## src/rtl/seg7_scan_ctrl.sv

```systemverilog
// Multiplexed 7-segment scan controller: double-buffered frame, blink, dp, PWM brightness, dead time.
// Latency: bit/seg outputs are registered, one cycle behind the scan position; load_ack/frame_start likewise.
// Backpressure: none; load is a fire-and-forget strobe, last load before a frame boundary wins.
//
// Ports:
//   i_sys_clk, i_sys_rst        clock, synchronous active-high reset
//   i_frame_codes               5-bit glyph code per digit, digit i at [5i+4:5i], digit 0 rightmost
//   i_blink_mask, i_dp_mask     per-digit blink enable / decimal point enable
//   i_load                      strobe: capture codes and masks into the shadow frame
//   i_brightness                0 = 1/16 of slot lit, 15 = full slot (minus dead time)
//   o_load_ack                  pulse when the shadow frame becomes active
//   o_frame_start               pulse when the scan wraps back to digit 0
//   o_bit_select, o_seg_select  active-low digit enables / segments ([7] = dp, [6:0] = g..a)
module seg7_scan_ctrl #(
    parameter int NUM_DIGITS = 8,
    parameter int SCAN_DIV   = 100_000,
    parameter int BLINK_DIV  = 50_000_000
) (
    input  logic                      i_sys_clk,
    input  logic                      i_sys_rst,
    input  logic [5*NUM_DIGITS-1:0]   i_frame_codes,
    input  logic [NUM_DIGITS-1:0]     i_blink_mask,
    input  logic [NUM_DIGITS-1:0]     i_dp_mask,
    input  logic                      i_load,
    input  logic [3:0]                i_brightness,
    output logic                      o_load_ack,
    output logic                      o_frame_start,
    output logic [NUM_DIGITS-1:0]     o_bit_select,
    output logic [7:0]                o_seg_select
);

    // The slot is split into 16 equal brightness phases. Instead of dividing the
    // slot counter, the slot position is kept as {phase, sub-count within phase}.
    localparam int SLOT_DIV = SCAN_DIV / 16;
    localparam int SUB_W    = (SLOT_DIV > 1) ? $clog2(SLOT_DIV) : 1;
    localparam int IDX_W    = (NUM_DIGITS > 1) ? $clog2(NUM_DIGITS) : 1;
    localparam int BLK_W    = (BLINK_DIV > 1) ? $clog2(BLINK_DIV) : 1;

    localparam logic [5*NUM_DIGITS-1:0] BLANK_FRAME = {NUM_DIGITS{5'd19}};

    logic [SUB_W-1:0]          r_sub;
    logic [3:0]                r_phase;
    logic [IDX_W-1:0]          r_idx;
    logic [BLK_W-1:0]          r_blink_cnt;
    logic                      r_blink_on;

    logic [5*NUM_DIGITS-1:0]   r_act_codes;
    logic [NUM_DIGITS-1:0]     r_act_blink;
    logic [NUM_DIGITS-1:0]     r_act_dp;
    logic [5*NUM_DIGITS-1:0]   r_sh_codes;
    logic [NUM_DIGITS-1:0]     r_sh_blink;
    logic [NUM_DIGITS-1:0]     r_sh_dp;
    logic                      r_pending;

    logic                      w_phase_end;
    logic                      w_slot_end;
    logic                      w_boundary;
    logic                      w_dead;
    logic                      w_blink_hide;
    logic                      w_drive;
    logic [4:0]                w_code;
    logic [6:0]                w_glyph;
    logic [NUM_DIGITS-1:0]     w_onehot;

    function automatic logic [6:0] glyph_lut(input logic [4:0] code);
        logic [6:0] seg;
        case (code)
            5'd0:    seg = 7'h40;
            5'd1:    seg = 7'h79;
            5'd2:    seg = 7'h24;
            5'd3:    seg = 7'h30;
            5'd4:    seg = 7'h19;
            5'd5:    seg = 7'h12;
            5'd6:    seg = 7'h02;
            5'd7:    seg = 7'h78;
            5'd8:    seg = 7'h00;
            5'd9:    seg = 7'h10;
            5'd10:   seg = 7'h08;
            5'd11:   seg = 7'h03;
            5'd12:   seg = 7'h46;
            5'd13:   seg = 7'h21;
            5'd14:   seg = 7'h06;
            5'd15:   seg = 7'h0E;
            5'd16:   seg = 7'h3F;
            5'd17:   seg = 7'h2F;
            5'd18:   seg = 7'h23;
            5'd20:   seg = 7'h1C;
            5'd21:   seg = 7'h7C;
            5'd22:   seg = 7'h5E;
            5'd23:   seg = 7'h63;
            5'd24:   seg = 7'h2B;
            default: seg = 7'h7F;
        endcase
        return seg;
    endfunction

    assign w_phase_end  = (r_sub == SUB_W'(SLOT_DIV - 1));
    assign w_slot_end   = w_phase_end && (r_phase == 4'd15);
    assign w_boundary   = w_slot_end && (r_idx == IDX_W'(NUM_DIGITS - 1));
    // First cycle of every slot is dead time so the previous digit's segments
    // never bleed into the next digit while the drivers switch.
    assign w_dead       = (r_sub == '0) && (r_phase == 4'd0);
    assign w_blink_hide = r_act_blink[r_idx] && !r_blink_on;
    assign w_drive      = (r_phase <= i_brightness) && !w_dead && !w_blink_hide;
    assign w_code       = r_act_codes[5*r_idx +: 5];
    assign w_glyph      = glyph_lut(w_code);
    assign w_onehot     = NUM_DIGITS'(1) << r_idx;

    // Scan position
    always_ff @(posedge i_sys_clk) begin
        if (i_sys_rst) begin
            r_sub   <= '0;
            r_phase <= '0;
            r_idx   <= '0;
        end else if (w_slot_end) begin
            r_sub   <= '0;
            r_phase <= '0;
            r_idx   <= (r_idx == IDX_W'(NUM_DIGITS - 1)) ? '0 : r_idx + 1'b1;
        end else if (w_phase_end) begin
            r_sub   <= '0;
            r_phase <= r_phase + 4'd1;
        end else begin
            r_sub   <= r_sub + 1'b1;
        end
    end

    // Blink timebase, free-running
    always_ff @(posedge i_sys_clk) begin
        if (i_sys_rst) begin
            r_blink_cnt <= '0;
            r_blink_on  <= 1'b1;
        end else if (r_blink_cnt == BLK_W'(BLINK_DIV - 1)) begin
            r_blink_cnt <= '0;
            r_blink_on  <= !r_blink_on;
        end else begin
            r_blink_cnt <= r_blink_cnt + 1'b1;
        end
    end

    // Double buffer. The active frame only changes at the frame boundary, so a
    // frame is never shown half old / half new. A load on the boundary cycle
    // lands in the shadow and leaves pending set for the next boundary.
    always_ff @(posedge i_sys_clk) begin
        if (i_sys_rst) begin
            r_act_codes <= BLANK_FRAME;
            r_act_blink <= '0;
            r_act_dp    <= '0;
            r_sh_codes  <= BLANK_FRAME;
            r_sh_blink  <= '0;
            r_sh_dp     <= '0;
            r_pending   <= 1'b0;
        end else begin
            if (w_boundary && r_pending) begin
                r_act_codes <= r_sh_codes;
                r_act_blink <= r_sh_blink;
                r_act_dp    <= r_sh_dp;
            end
            if (i_load) begin
                r_sh_codes <= i_frame_codes;
                r_sh_blink <= i_blink_mask;
                r_sh_dp    <= i_dp_mask;
                r_pending  <= 1'b1;
            end else if (w_boundary) begin
                r_pending  <= 1'b0;
            end
        end
    end

    // Registered pin drivers and status pulses
    always_ff @(posedge i_sys_clk) begin
        if (i_sys_rst) begin
            o_bit_select  <= '1;
            o_seg_select  <= 8'hFF;
            o_load_ack    <= 1'b0;
            o_frame_start <= 1'b0;
        end else begin
            o_load_ack    <= w_boundary && r_pending;
            o_frame_start <= w_boundary;
            if (w_drive) begin
                o_bit_select <= ~w_onehot;
                o_seg_select <= {~r_act_dp[r_idx], w_glyph};
            end else begin
                o_bit_select <= '1;
                o_seg_select <= 8'hFF;
            end
        end
    end

endmodule

```

## config.mk

```make
export PLATFORM = sky130hd
export DESIGN_NAME = seg7_scan_ctrl
export DESIGN_NICKNAME = d
export VERILOG_FILES = /design/src/rtl/seg7_scan_ctrl.sv
export SDC_FILE = /design/constraint.sdc
export NUM_CORES = 1
export LEC_CHECK = 0
export CORE_ASPECT_RATIO = 0.6
export CORE_UTILIZATION = 45
export DETAILED_ROUTE_END_ITERATION = 6
export HOLD_SLACK_MARGIN = 0.12
export PLACE_DENSITY = 0.66
export SETUP_SLACK_MARGIN = 0.02
export SYNTH_ARGS = -nofsm -noshare
export SYNTH_HDL_FRONTEND = slang
export SYNTH_SLANG_ARGS = --single-unit
```

## constraint.sdc

```tcl
create_clock -name i_sys_clk -period 3.1 [get_ports i_sys_clk]
set_input_delay 0.31 -clock i_sys_clk [delete_from_list [all_inputs] [get_ports i_sys_clk]]
set_output_delay 0.31 -clock i_sys_clk [all_outputs]
set_load 0.02 [all_outputs]
```

==> results.cfg, run 1 <==
[run_status]
status = complete, no violations

[timing]
rsz0062_at_grt = false
setup_viol_count_final = 0
tightest_slew_ns = 0.9790
fin_setup_tns_ns = 0
fmax_mhz = 369.4
slew_violations = 0
period_share_pct = 87.33
hold_viol = 0
fin_skew_ns = 0.01621
slew_headroom_pct = 34.73
fin_crit_ns = 2.707

[synthesis]
yosys.area.top_type_share_pct = 47.59
netlist_area_um2 = 7488
synth_nets = 898
async_flop_share_pct = 0
synthCells = 814
ys_ff_latch = 178
syn_avg_cell_area_um2 = 9.200
synthTopCellsByArea = dfxtp_1 (48%), nand2_1 (7.7%), mux2i_1 (5.7%)
seq_area_frac_synth_pct = 47.59
synth_cell_types = 43
yosysWarnings = 0
yosys.area.top_type = dfxtp_1
synth_ff_type = dfxtp_1
synth_edf_count = 0

[setup_path]
cp-start-kind = flip-flop
cp.required_ns = 3.40
cp_cell_sequence = buf_4 -> mux4_2 -> mux2i_1 -> buf_4 -> mux2i_1 -> o31ai_1 -> o21ai_0
worstPathArrival_ns = 3.01
critPathKind = flip-flop to flip-flop
slowest_stage = dfxtp_1
endpoint_kind = flip-flop
cp_max_fo = 15
cpPeakStageDelay_ns = 0.58

[clock_tree]
cts.sinks = 178
ctsHoldBuffers = 0
numCtsBuffers = 17
htree_levels = 4
clockRootBuffer = clkbuf_16
cts_setup_buffers = 0
cts_buffer_depth = 2
cts_tree = done
insertion_delay_ns = 0.43
clk_pin_slew_ns = 0.07
ctsResizeCount = 0

[finish]
layout-drive-gt1-share_pct = 8.315
diodes = 0
fillers = 1476
layout_common_cells = dfxtp_1 (178), nand2_1 (153), nor2_1 (79)
syn_to_final_growth_pct = 20.85
fin_util_pct = 55.66
final_common_cell = dfxtp_1
nets = 961

[floorplanning]
core_um2 = 16260
core.rowCount = 36
dieArea_um2 = 17180
die_w_um = 168.5
initial_core_util_pct = 46.05
pin_count = 81
fp.dieH_um = 101.9

[global_route]
grt_overflow = 0
grt_use_total_pct = 19.05
grt_pass1_vias = 5160
grt_pass1_wl_um = 25870
antenna_found_initial = 0
grt_max_degree = 82

[routing]
routed_wl_um = 15410
first_pass_iters = 4
vias_per_cell = 5.018
drc = 0
wl_per_cell_um = 13.78
drtIter0Drc = 372
drtAntennaViolNets = 0
num_vias = 5610

[hold_path]
hold_path_class = primary input to flip-flop

[power_and_ir_drop]
vdd_drop_max_v = 0.0003170
p_per_area_nw_per_um2 = 531.9
p_leak_nw = 3.547

[run]
drv_cap = 0

[place]
gp_congestion = 0.8348
numPortBuffers = 80
dp_hpwl_um = 10590
==> per-stage QoR <==
stage	instances	hold slack (ns)	area [um^2]	total power [mW]	worst slack (ns)
after CTS	1118	0.3468	9050	4.856	0.4241
after global routing	1118	0.3602	9050	5.000	0.1411
after detailed placement	1086	0.4459	8451	2.682	0.4382
final	1118	0.3620	9050	4.814	0.3929
after global placement	1086	0.4361	8451	2.680	0.4580
after floorplan	814	0.4262	7488	2.561	0.6139
==> path summary, 6_finish.rpt <==
path	end	slack (ns)	startpoint	cells after the start
worst max-delay path	o_seg_select[3]	0.39	r_idx[0]	7
worst min-delay path	r_sh_blink[5]	0.36	i_sys_rst	2
worst max register to register	o_seg_select[3]	0.39	r_idx[0]	7
worst min register to register	r_act_codes[38]	0.45	r_sh_codes[38]	2
==> cells by family (layout without fill, tap and decap cells) <==
group	after synthesis	count (layout)	share of synthesized area, %
AOI/OAI and AO/OA	93	93	7.803
DFF	178	178	47.59
muxes	60	60	10.41
adders and majority gates	21	21	3.509
buffers and inverters	69	145	4.110
xor gates and xnor gates	35	35	4.094
and+or+nand+nor	358	358	22.49
==> synth_stat cells, types with 4 or more instances <==
cell type / instances
nand3_1: 21
nor4_1: 4
nand3b_1: 24
xnor2_1: 13
xor2_1: 22
clkbuf_1: 30
or2_2: 4
inv_1: 19
nor2_1: 79
nor2b_1: 25
a21oi_1: 44
and2_1: 4
ha_1: 21
dfxtp_1: 178
nand4_1: 6
o21a_1: 4
a211o_1: 24
buf_2: 12
nand2_1: 153
and3_1: 10
o21ai_0: 14
mux2i_1: 43
nor3_1: 12
or3_1: 4
mux4_2: 14
==> sequential cells by signal, indices dropped and copies added, names as in the netlist, 3 cells and up <==
signal	count
r_act_codes	40
r_sh_codes	40
r_blink_cnt	26
r_sub	13
o_bit_select	8
o_seg_select	8
r_act_blink	8
r_act_dp	8
r_sh_blink	8
r_sh_dp	8
r_phase	4
r_idx	3
==> report_power, final <==
group	switching [mW]	leakage, nW	internal [mW]
clock network	0.972	0.279	1.21
logic	0.108	1.82	0.143
registers	0.0350	1.45	2.34
==> worst max-delay path, delay by kind of cell (launching register included) <==
kind	cells	cell delay, ns
buffers and inverters	2	0.55
DFF	1	0.58
muxes	3	1.02
AOI/OAI and AO/OA	2	0.43
==> per-layer routing <==
metal / GRT usage [%] / vias to the layer above / wire, um / part of all wire (%)
met5: 0 / - / 0 / 0
met4: 5.245 / 0 / 85 / 0.55
met1: 29.55 / 2607 / 8709 / 57
li1: - / 2872 / - / -
met2: 25.34 / 123 / 5817 / 38
met3: 5.035 / 8 / 798 / 5.2
==> final cells by class <==
type / count / area, um^2 / share of cell area, %
clock buffers: 18 / 429.2 / 4.742
clock inverters: 14 / 170.2 / 1.880
inverters: 19 / 71.32 / 0.7881
multi-input cells: 567 / 3630 / 40.11
flip-flops and latches: 178 / 3563 / 39.38
well taps: 228 / 285.3 / 3.152
repair buffers: 94 / 900.9 / 9.954
Power figures use the tool's default switching activity.
==> run 2: changes to the inputs <==
SLEW_MARGIN = 40   (was not set)
TNS_END_PERCENT = 5   (was not set)
==> run 2 against run 1 <==
Effect of this change:
- worst setup slack improved by 0.049 ns
- combinational power hardly changed
- flip-flop and latch count is the same
- critical endpoint is now r_act_codes[8]
- utilization hardly changed
- sequential share of layout area hardly changed
- highest routed layer unchanged
- critical path depth is the same
- global-route usage grew 0.21 points
- cell area about the same
==> results.cfg, run 2 (same netlist as run 1, synthesis figures left out) <==
[run_status]
status = complete, no violations

[power_and_ir_drop]
vdd_drop_max_v = 0.0003791
switchingPower_mw = 1.110
seqPwrFrac_pct = 49.4
power_frac_comb_pct = 5.2
p_int_mw = 3.703
p_leak_nw = 3.562
p_per_area_nw_per_um2 = 531.4
power_mw = 4.813
sw_frac_of_total_pct = 23.06
clockPowerShare_pct = 45.4

[place]
numPortBuffers = 80
gp_congestion = 0.8348
dp_hpwl_um = 10550
dpl-instance-area_um2 = 8454

[clock_tree]
cts.sinks = 178
insertion_delay_ns = 0.43
numCtsBuffers = 17
htree_levels = 4
ctsResizeCount = 0
cts_buffer_depth = 2
clk_pin_slew_ns = 0.07
cts_tree = done
ctsHoldBuffers = 0
cts_setup_buffers = 0
clockRootBuffer = clkbuf_16

[finish]
fin_util_pct = 55.69
reg_top3 = r_act_codes (40), r_sh_codes (40), r_blink_cnt (26)
final_common_cell = dfxtp_1
syn_to_final_growth_pct = 20.94
diodes = 0
nets = 961
layout_common_cells = dfxtp_1 (178), nand2_1 (153), nor2_1 (79)
layout-drive-gt1-share_pct = 8.315
fin_area_um2 = 9056

[timing]
rsz0062_at_grt = false
fin_crit_ns = 2.658
slew_violations = 0
hold_viol = 0
fin_setup_tns_ns = 0
fmax_mhz = 376.3
tightest_slew_ns = 0.7165
fin_skew_ns = 0.01653
period_share_pct = 85.73
slew_headroom_pct = 52.24
setup_viol_count_final = 0

[hold_path]
hold_path_class = primary input to flip-flop

[global_route]
grt_max_degree = 82
antenna_found_initial = 0
grt_overflow = 0
grt_pass1_wl_um = 26160
grt_pass1_vias = 5273
grt_use_total_pct = 19.26

[routing]
wl_met2_um = 5867
met1_length_um = 8640
drtAntennaViolNets = 0
top_layer = met4
routed_wl_um = 15450
drc = 0
drtIter0Drc = 365
num_vias = 5638
wl_met3_um = 821
vias_per_cell = 5.043
wl_per_cell_um = 13.82
first_pass_iters = 4

[setup_path]
critPathKind = flip-flop to flip-flop
worstPathArrival_ns = 3.01
endpoint_kind = flip-flop
cp.required_ns = 3.45
cp-start-kind = flip-flop
cp_max_fo = 29

[floorplanning]
dieArea_um2 = 17180
die_w_um = 168.5
core_um2 = 16260
initial_core_util_pct = 46.05
core.rowCount = 36
fp.dieH_um = 101.9
pin_count = 81

[run]
drv_cap = 0
==> run 2: power groups by stage <==
stage | clock network [mW] | registers, mW | logic (mW)
after floorplan | 0 | 2.42 | 0.144
after global placement | 0 | 2.43 | 0.250
after detailed placement | 0 | 2.43 | 0.252
after CTS | 2.23 | 2.38 | 0.253
after global routing | 2.34 | 2.38 | 0.275
final | 2.19 | 2.38 | 0.251
==> run 2: final timing paths <==
kind,startpoint,to,slack [ns],depth (start not counted)
worst max-delay path,r_sub[10],r_act_codes[8],0.44,7
worst max register to register,r_sub[10],r_act_codes[8],0.44,7
worst min-delay path,i_sys_rst,r_sh_blink[5],0.36,2
worst min register to register,r_sh_codes[38],r_act_codes[38],0.45,2
==> run 2: layout make-up <==
class	instances	area, um^2
fillers	1468	7204
clock inverters	14	172.7
repair buffers	94	904.6
well taps	228	285.3
inverters	19	71.32
flip-flops and latches	178	3563
multi-input cells	567	3630
clock buffers	18	429.2
==> run 2: metrics by stage <==
stage	setup WS [ns]	hold slack (ns)	std cells
2_1_floorplan	0.6139	0.4262	814
3_3_place_gp	0.4580	0.4361	1086
3_5_place_dp	0.4834	0.4456	1086
4_1_cts	0.4545	0.3506	1118
5_1_grt	0.1850	0.3731	1118
6_report	0.4423	0.3614	1118
==> run 2: routing by layer <==
layer  vias up  global-route usage, %
met1      2624                  29.44
met2       122                  26.36
met3         9                  4.919
li1       2883                      -
met5         -                      0
met4         0                  5.175
==> run 2: worst max-delay path: stages, from the launching register on <==
cell     delay (ns)
dfxtp_1        0.34
or4_4          0.57
nor4_4         0.44
and4_1         0.43
and3_2         0.24
buf_4          0.29
nand2_1        0.12
a21oi_1        0.14
